`config.mk`:
```
export PLATFORM = sky130hd
export DESIGN_NAME = stage_ex
export DESIGN_NICKNAME = d
export VERILOG_FILES = /design/src/rtl/stage_ex.sv
export SDC_FILE = /design/constraint.sdc
export NUM_CORES = 1
export LEC_CHECK = 0
export CAP_MARGIN = 5
export CORE_MARGIN = 2
export CORE_UTILIZATION = 40
export DETAILED_ROUTE_END_ITERATION = 8
export PLACE_DENSITY = 0.55
export SLEW_MARGIN = 30
export SYNTH_ARGS = -nofsm -noshare
export SYNTH_HDL_FRONTEND = slang
export SYNTH_SLANG_ARGS = --single-unit
```
`constraint.sdc`:
```
create_clock -name clock -period 8.6 [get_ports clock]
set_clock_uncertainty 0.15 [all_clocks]
set_input_delay 2.15 -clock clock [delete_from_list [all_inputs] [get_ports clock]]
set_output_delay 2.15 -clock clock [all_outputs]
set_load 0.01 [all_outputs]
```
`src/rtl/stage_ex.sv`:
```
// Execute/complete stage: single-cycle ALU, 8-iteration nibble multiplier,
// and an in-order result FIFO whose head drives the CDB.
package sys_defs;
  typedef enum logic [3:0] {
    ALU_ADD, ALU_SUB, ALU_SLT, ALU_SLTU, ALU_AND,
    ALU_OR,  ALU_XOR, ALU_SLL, ALU_SRL,  ALU_SRA
  } ALU_FUNC;
endpackage

module stage_ex
  import sys_defs::*;
#(
  parameter int unsigned RESULT_DEPTH = 2
) (
  input  logic        clock,
  input  logic        reset,
  input  logic        issue_valid,
  input  logic [31:0] issue_opA,
  input  logic [31:0] issue_opB,
  input  logic [4:0]  issue_tag,
  input  ALU_FUNC     issue_func,
  input  logic        issue_is_mult,
  input  logic        squash,
  input  logic        cdb_stall,
  output logic        issue_ready,
  output logic        rs_clear,
  output logic        cdb_valid,
  output logic [4:0]  cdb_tag,
  output logic [31:0] cdb_value,
  output logic [1:0]  ex_busy_debug
);
  localparam int unsigned PW = $clog2(RESULT_DEPTH);
  localparam logic [PW:0]   LP_DEPTH   = RESULT_DEPTH[PW:0];
  localparam logic [PW:0]   LP_CNT_ONE = 1;
  localparam logic [PW-1:0] LP_PTR_ONE = 1;

  typedef enum logic [1:0] {S_IDLE = 2'd0, S_MUL = 2'd1, S_HOLD = 2'd2} state_t;

  state_t        r_state;
  logic [31:0]   r_mcand;
  logic [31:0]   r_mplier;
  logic [31:0]   r_acc;
  logic [2:0]    r_iter;
  logic [4:0]    r_mtag;
  logic [4:0]    r_ftag [RESULT_DEPTH];
  logic [31:0]   r_fval [RESULT_DEPTH];
  logic [PW-1:0] r_rd_ptr;
  logic [PW-1:0] r_wr_ptr;
  logic [PW:0]   r_count;

  logic        w_pop;
  logic        w_space;
  logic [31:0] w_alu;
  logic [3:0]  w_nib;
  logic [31:0] w_pp;
  logic [31:0] w_sum;
  logic        w_push;
  logic [4:0]  w_push_tag;
  logic [31:0] w_push_val;

  assign cdb_valid     = (r_count != '0);
  assign cdb_tag       = cdb_valid ? r_ftag[r_rd_ptr] : '0;
  assign cdb_value     = cdb_valid ? r_fval[r_rd_ptr] : '0;
  assign w_pop         = cdb_valid && !cdb_stall;
  assign w_space       = (r_count < LP_DEPTH) || w_pop;
  assign issue_ready   = !squash && (r_state == S_IDLE) && w_space;
  assign rs_clear      = issue_valid && issue_ready;
  assign ex_busy_debug = r_state;

  always_comb begin
    w_alu = '0;
    unique case (issue_func)
      ALU_ADD:  w_alu = issue_opA + issue_opB;
      ALU_SUB:  w_alu = issue_opA - issue_opB;
      ALU_SLT:  w_alu = {31'd0, $signed(issue_opA) < $signed(issue_opB)};
      ALU_SLTU: w_alu = {31'd0, issue_opA < issue_opB};
      ALU_AND:  w_alu = issue_opA & issue_opB;
      ALU_OR:   w_alu = issue_opA | issue_opB;
      ALU_XOR:  w_alu = issue_opA ^ issue_opB;
      ALU_SLL:  w_alu = issue_opA << issue_opB[4:0];
      ALU_SRL:  w_alu = issue_opA >> issue_opB[4:0];
      ALU_SRA:  w_alu = $unsigned($signed(issue_opA) >>> issue_opB[4:0]);
      default:  w_alu = '0;
    endcase
  end

  // One nibble of the multiplier per iteration, shifted into place.
  assign w_nib = r_mplier[{r_iter, 2'b00} +: 4];
  assign w_pp  = (r_mcand * {28'd0, w_nib}) << {r_iter, 2'b00};
  assign w_sum = r_acc + w_pp;

  always_comb begin
    w_push     = 1'b0;
    w_push_tag = '0;
    w_push_val = '0;
    if (!squash) begin
      if (rs_clear && !issue_is_mult) begin
        w_push     = 1'b1;
        w_push_tag = issue_tag;
        w_push_val = w_alu;
      end else if (r_state == S_MUL && r_iter == 3'd7 && w_space) begin
        w_push     = 1'b1;
        w_push_tag = r_mtag;
        w_push_val = w_sum;
      end else if (r_state == S_HOLD && w_space) begin
        w_push     = 1'b1;
        w_push_tag = r_mtag;
        w_push_val = r_acc;
      end
    end
  end

  always_ff @(posedge clock or negedge reset) begin
    if (!reset) begin
      r_state  <= S_IDLE;
      r_mcand  <= '0;
      r_mplier <= '0;
      r_acc    <= '0;
      r_iter   <= '0;
      r_mtag   <= '0;
      r_rd_ptr <= '0;
      r_wr_ptr <= '0;
      r_count  <= '0;
      for (int unsigned i = 0; i < RESULT_DEPTH; i++) begin
        r_ftag[i] <= '0;
        r_fval[i] <= '0;
      end
    end else if (squash) begin
      r_state  <= S_IDLE;
      r_acc    <= '0;
      r_iter   <= '0;
      r_rd_ptr <= '0;
      r_wr_ptr <= '0;
      r_count  <= '0;
    end else begin
      unique case (r_state)
        S_IDLE: if (rs_clear && issue_is_mult) begin
          r_mcand  <= issue_opA;
          r_mplier <= issue_opB;
          r_mtag   <= issue_tag;
          r_acc    <= '0;
          r_iter   <= '0;
          r_state  <= S_MUL;
        end
        S_MUL: begin
          r_iter <= r_iter + 3'd1;
          if (r_iter == 3'd7) begin
            r_acc   <= w_sum;
            r_state <= w_space ? S_IDLE : S_HOLD;
          end else begin
            r_acc <= w_sum;
          end
        end
        S_HOLD: if (w_space) r_state <= S_IDLE;
        default: r_state <= S_IDLE;
      endcase

      if (w_push) begin
        r_ftag[r_wr_ptr] <= w_push_tag;
        r_fval[r_wr_ptr] <= w_push_val;
        r_wr_ptr         <= r_wr_ptr + LP_PTR_ONE;
      end
      if (w_pop) r_rd_ptr <= r_rd_ptr + LP_PTR_ONE;
      unique case ({w_push, w_pop})
        2'b10:   r_count <= r_count + LP_CNT_ONE;
        2'b01:   r_count <= r_count - LP_CNT_ONE;
        default: r_count <= r_count;
      endcase
    end
  end
endmodule
```
Word-level counts from Yosys, hierarchy flattened
Index checks and enable logic that the tools add are counted.
W data, S select, Z words.
{ "totals": {"reg_bits": 184, "mem_bits_ro": 0, "mem_bits_rw": 0, "input_bits": 79, "elab_cells": 126, "out_inout_bits": 42, "n_memories": 0, "latch_bits": 0} }
{ "classes": {"n_addsub": 8, "bitwise_logic": 6, "mux": 45, "multipliers": 1, "eq_ne": 17, "order_cmp": 6, "div_mod_pow": 0, "n_reduce_logical": 25, "shifts": 5} }
{ "op_table": {"columns": ["op", "n"], "rows": [
  ["$mux W32", 11],
  ["$pmux W32 S10", 1],
  ["$add A32 B32 Y32", 2],
  ["$bwmux W64", 1],
  ["$lt A32 B32 Y1", 2],
  ["$pmux W32 S2", 1],
  ["$shl A32 B5 Y32", 2],
  ["$mux W5", 9],
  ["$and A32 B32 Y32", 1],
  ["$demux W32 S1", 1],
  ["$mul A32 B4 Y32", 1],
  ["$or A32 B32 Y32", 1],
  ["$shiftx A32 B6 Y4", 1],
  ["$shr A32 B5 Y32", 1],
  ["$sshr A32 B5 Y32", 1],
  ["$sub A32 B32 Y32", 1],
  ["$xor A32 B32 Y32", 1],
  ["$eq A4 B3 Y1 const B", 4],
  ["$mux W2", 6],
  ["$bwmux W10", 1],
  ["$logic_and A1 B1 Y1", 10],
  ["$eq A4 B2 Y1 const B", 2],
  ["$eq A4 B4 Y1 const B", 2],
  ["$mux W1", 8],
  ["other kinds (28)", 42]
]} }

Longest topological paths before layout
{ "logic_depth": {"depth_word": 11, "mapped_depth": 34, "ltp_nobuf": 31} }

Least setup slack after synthesis
OpenSTA, ideal clock, no wires.
{ "synth_path": {"path_kind": "reg2reg", "start": "register r_iter[0]", "end": "register r_fval[31] (netlist bit)", "period_less_slack_ns": 7.498, "slack_ns": 1.102, "arrival_time_ns": 7.266, "path_stages_with_launch": 34, "setup_ns": 0.082, "cell_sequence": "dfrtp_1 -> buf_2 -> mux4_2 -> mux2i_1 -> clkbuf_1 -> clkbuf_1 -> nor2b_1 -> fa_1 -> inv_1 -> fa_1 -> inv_1 -> ha_1 -> a21o_1 -> a21o_1 -> a21o_1 -> a21o_1 -> or4_1 -> a31oi_1 -> xnor2_1 -> mux2i_1 -> and2_1 -> o32ai_1 -> ha_1 -> a21o_1 -> a21o_1 -> a21oi_1 -> o21ai_0 -> a21o_1 -> a22oi_1 -> a21oi_1 -> xor2_1 -> nor3b_1 -> mux2i_1 -> a31oi_1"} }
{ "synth_between": {"elab_chain_len": 8} }
{ "synth_rtl": {"columns": ["item", "line", "source"], "rows": [
  ["start: declaration", "43", "logic [2:0] r_iter;"],
  ["start signal: assignment", "146", "r_iter <= r_iter + 3'd1;"],
  ["$shiftx A32 B6 Y4", "88", "assign w_nib = r_mplier[{r_iter, 2'b00} +: 4];"],
  ["$mul A32 B4 Y32", "89", "assign w_pp = (r_mcand * {28'd0, w_nib}) << {r_iter, 2'b00};"],
  ["$shl A32 B5 Y32", "89", null],
  ["$add A32 B32 Y32", "90", "assign w_sum = r_acc + w_pp;"],
  ["$mux W32", "101", "end else if (r_state == S_MUL && r_iter == 3'd7 && w_space) begin"],
  ["$mux W32", "97", "if (rs_clear && !issue_is_mult) begin"],
  ["$mux W32", "96", "if (!squash) begin"],
  ["$bwmux W64", "160", "r_fval[r_wr_ptr] <= w_push_val;"],
  ["end signal: indexed assignment", "160", null],
  ["end: declaration", "46", "logic [31:0] r_fval [RESULT_DEPTH];"]
]} }
Several ways; a longest one is shown, not always the timed one.
A chain may end at the register's enable or synchronous reset.

Final worst setup path
{ "layout_path": {"start": "register r_iter[0]", "end": "register r_fval[60] (netlist bit)"} }
The elaborated chain is that of the path after synthesis.

==> results_dict.tcl <==
set metrics [dict create \
    multi_input_area_um2 16200 \
    r2r_setup_slack_ns 0.61 \
    gp_congestion 0.970 \
    area_growth_pct 11.6 \
    rows 86 \
    power_switching_mw 2.39 \
    intPower_mw 2.50 \
    clkSinkCount 184 \
    synth-compound-area-share_pct 25.7 \
    yosys_register_bits 184 \
    synth_edf_count 0 \
    synth_top_family_by_area "compound AO/OA/AOI/OAI gates" \
    clock_path_buffers 2 \
    die_h_um 239 \
    whs_path_depth 2 \
    grt_max_degree 122 \
    synthDominantCellAreaShare_pct 20.8 \
    drt-total-wl_um 91800 \
    fin_setup_tns_ns 0 \
    htreeDepth 4 \
    core_um2 55000 \
    cts_tree "built" \
    drc 0 \
    viasPerCell 6.10 \
    cp.required_ns 8.78 \
    grt_pass1_vias 20935 \
    status "completed" \
    synth_common_cells "nor2_1 (294), nand2_1 (277), o21ai_0 (228), inv_1 (194), dfrtp_1 (184)" \
    drt-initial-drc-count 2406 \
    min_to "r_fval[50]" \
    place_hpwl_um 71900 \
    numPortBuffers 120 \
    drt_first_pass_iters 7 \
    worstPathMaxFanout 8 \
    syn_avg_cell_area_um2 7.99 \
    final_hold_viol_count 0 \
    synth_cell_types 95 \
    worstReg2RegEnd "r_fval[60]" \
    worstRegToRegCells 31 \
    antenna_found_initial 3 \
    drive_gt1_share_pct 8.20 \
    slew_headroom_pct 28.7 \
    worstPathArrival_ns 8.17 \
    finalCriticalPeriod_ns 7.99 \
    synth-simple-area-share_pct 17.8 \
    clk_latency_ns 0.48 \
    grtUsageTotal_pct 32.1 \
    synthCells 2773 \
    grt_pass1_wl_um 136000 \
    synthAdderAreaFrac_pct 14.7 \
    power_leakage_nw 10.9 \
    cts-root-buf "clkbuf_16" \
    ys_warn_count 0 \
    seq_area_um2 4610 \
    synth_fp_nets 3076 \
    muxShareOfSynthArea_pct 11.2 \
    endpoint_kind "register" \
    rsz0062_at_grt "false" \
    initial_core_util_pct 40.3 \
    r2r-start "r_iter[0]" \
    ctsHoldBuffers 0 \
    setup_viol 0 \
    crit_path_top_delay_cell "mux4_2" \
    async_flop_share_pct 100 \
    slew_viol_final 0 \
    pwr-share-seq_pct 23.0 \
    vias 21671 \
    pwr-share-clk_pct 17.0 \
    swShare_pct 48.9 \
    wl_per_cell_um 25.8 \
    yosysMostFrequentCell "nor2_1" \
    die_x_um 239 \
    yosysTopAreaCell "dfrtp_1" \
    synth_area_leaders "dfrtp_1 (21%), ha_1 (9.3%), mux4_2 (5.5%), fa_1 (5.4%), o21ai_0 (5.1%)" \
    clock.fmax_mhz 125 \
    crit_type "register to register" \
    nNetsFinal 3094 \
    synth_xor_area_share_pct 3.12 \
    crit_path_max_incr_delay_ns 0.57 \
    overflow 0 \
    ys_seq_area_share_pct 20.8 \
    worstMarginPinSlew_ns 1.04 \
    nFillCells 5545 \
    drtAntennaViolNets 0 \
    ioPinCount 121 \
    hp-class "register to register" \
    holdWs_ns 0.330 \
    startpoint_type "register" \
    hold_start "r_fval[50]" \
    ir_drop_mv 0.151 \
    maxCapViolations 0 \
    die_area_um2 57300 \
    fin_crit_sh_pct 92.9 \
    clk_pin_slew_ns 0.09 \
    power_frac_comb_pct 60.0 \
    p_per_area_nw_per_um2 198 \
    cts_made_buffers 17 \
    syn_area_um2 22200 \
    ys_dominant_reg_cell "dfrtp_1" \
]
-- per-stage QoR --
step,util [%],instance area (um^2),worst slack (ns),cells,power (mW)
global placement,43.8,24100,0.372,3520,4.00
CTS,44.9,24700,0.176,3552,4.87
finish,45.0,24700,0.610,3554,4.90
detailed placement,43.8,24100,0.218,3520,4.02
floorplan,-,22200,1.10,2773,3.11
global route,45.0,24700,0.0351,3552,5.24
-- worst max-delay path, delay by kind of cell, from the launching register on --
family,cells,cell delay [ns]
AOI/OAI and AO/OA,15,2.91
adders and majority gates,4,1.61
muxes,3,1.15
and+or+nand+nor,5,0.94
DFF,1,0.52
xor gates and xnor gates,2,0.30
buffers and inverters,2,0.27
-- power by group through the flow --
stage          registers (mW)  logic (mW)  clock network [mW]
2_1_floorplan            1.07        2.04                   0
3_3_place_gp             1.14        2.87                   0
3_5_place_dp             1.14        2.89                   0
4_1_cts                  1.12        2.90               0.847
5_1_grt                  1.14        3.22               0.880
6_report                 1.13        2.94               0.830
-- flip-flops by register name, summed over array words and instances (netlist names) --
register       count
ex_busy_debug      2
r_acc             32
r_count            2
r_ftag            10
r_fval            64
r_iter             3
r_mcand           32
r_mplier          32
r_mtag             5
r_rd_ptr           1
r_wr_ptr           1
-- cell usage in the layout (no fill, tap or decap), types with 14 or more instances in the layout --
master and instances:
mux4_2 54, nor2_1 291, o22ai_1 14, nor2b_1 92
a211o_1 16, inv_1 193, a221oi_1 46, nand2_1 274
o31ai_1 29, o21bai_1 18, o211ai_1 22, dfrtp_1 182
o21ai_0 228, o21a_1 16, and3_1 14, clkdlybuf4s50_1 114
a21oi_1 167, fa_1 60, a21o_1 57, mux2_2 28
a31oi_1 25, xnor2_1 56, a22o_1 34, mux2i_1 92
nand3_1 31, ha_1 164, nor3_1 36, buf_4 61
xor2_1 23, o21ai_1 43, nand2b_1 41, and2_1 16
clkbuf_16 18, a211oi_1 27
-- repair_timing --
item | in CTS | in global routing
buffers inserted | 0 | 0
resized for setup | 0 | 4
endpoints found under the setup margin | 0 | 21
-- logic make-up (layout without fill, tap and decap cells) --
| kind of cell | after synthesis | after routing |
|---|---|---|
| AOI/OAI and AO/OA | 860 | 860 |
| other | 0 | 2 |
| and+or+nand+nor | 865 | 865 |
| DFF | 184 | 184 |
| adders and majority gates | 224 | 224 |
| xor gates and xnor gates | 79 | 79 |
| buffers and inverters | 384 | 415 |
| muxes | 177 | 177 |
-- final cells by class --
| cell class | count | area share (%) |
|---|---|---|
| Tap cell | 748 | 3.78 |
| Multi-Input combinational cell | 2205 | 65.4 |
| Timing Repair Buffer | 180 | 6.65 |
| Clock buffer | 18 | 1.73 |
| Inverter | 203 | 3.08 |
| Sequential cell | 184 | 18.6 |
| Clock inverter | 14 | 0.688 |
| Antenna cell | 2 | 0.0202 |
-- routing by layer --
layer	vias to the layer above	wire (um)	track usage (%)
li1	9947	-	-
met1	10742	40500	43.5
met2	813	42100	51.7
met3	167	5030	3.66
met4	2	4180	13.7
met5	-	11	0
-- worst max path at each step --
stage / from / end / slack [ns] / cells after the start
after floorplan: r_iter[0] / r_fval[31] / 1.10 / 33
after global placement: r_iter[0] / r_fval[31] / 0.37 / 31
after detailed placement: r_iter[0] / r_fval[63] / 0.22 / 31
after CTS: r_iter[0] / r_fval[63] / 0.18 / 31
after global routing: r_iter[1] / r_fval[63] / 0.04 / 31
final: r_iter[0] / r_fval[60] / 0.61 / 31
No activity file was read; power rests on OpenSTA's default activity.
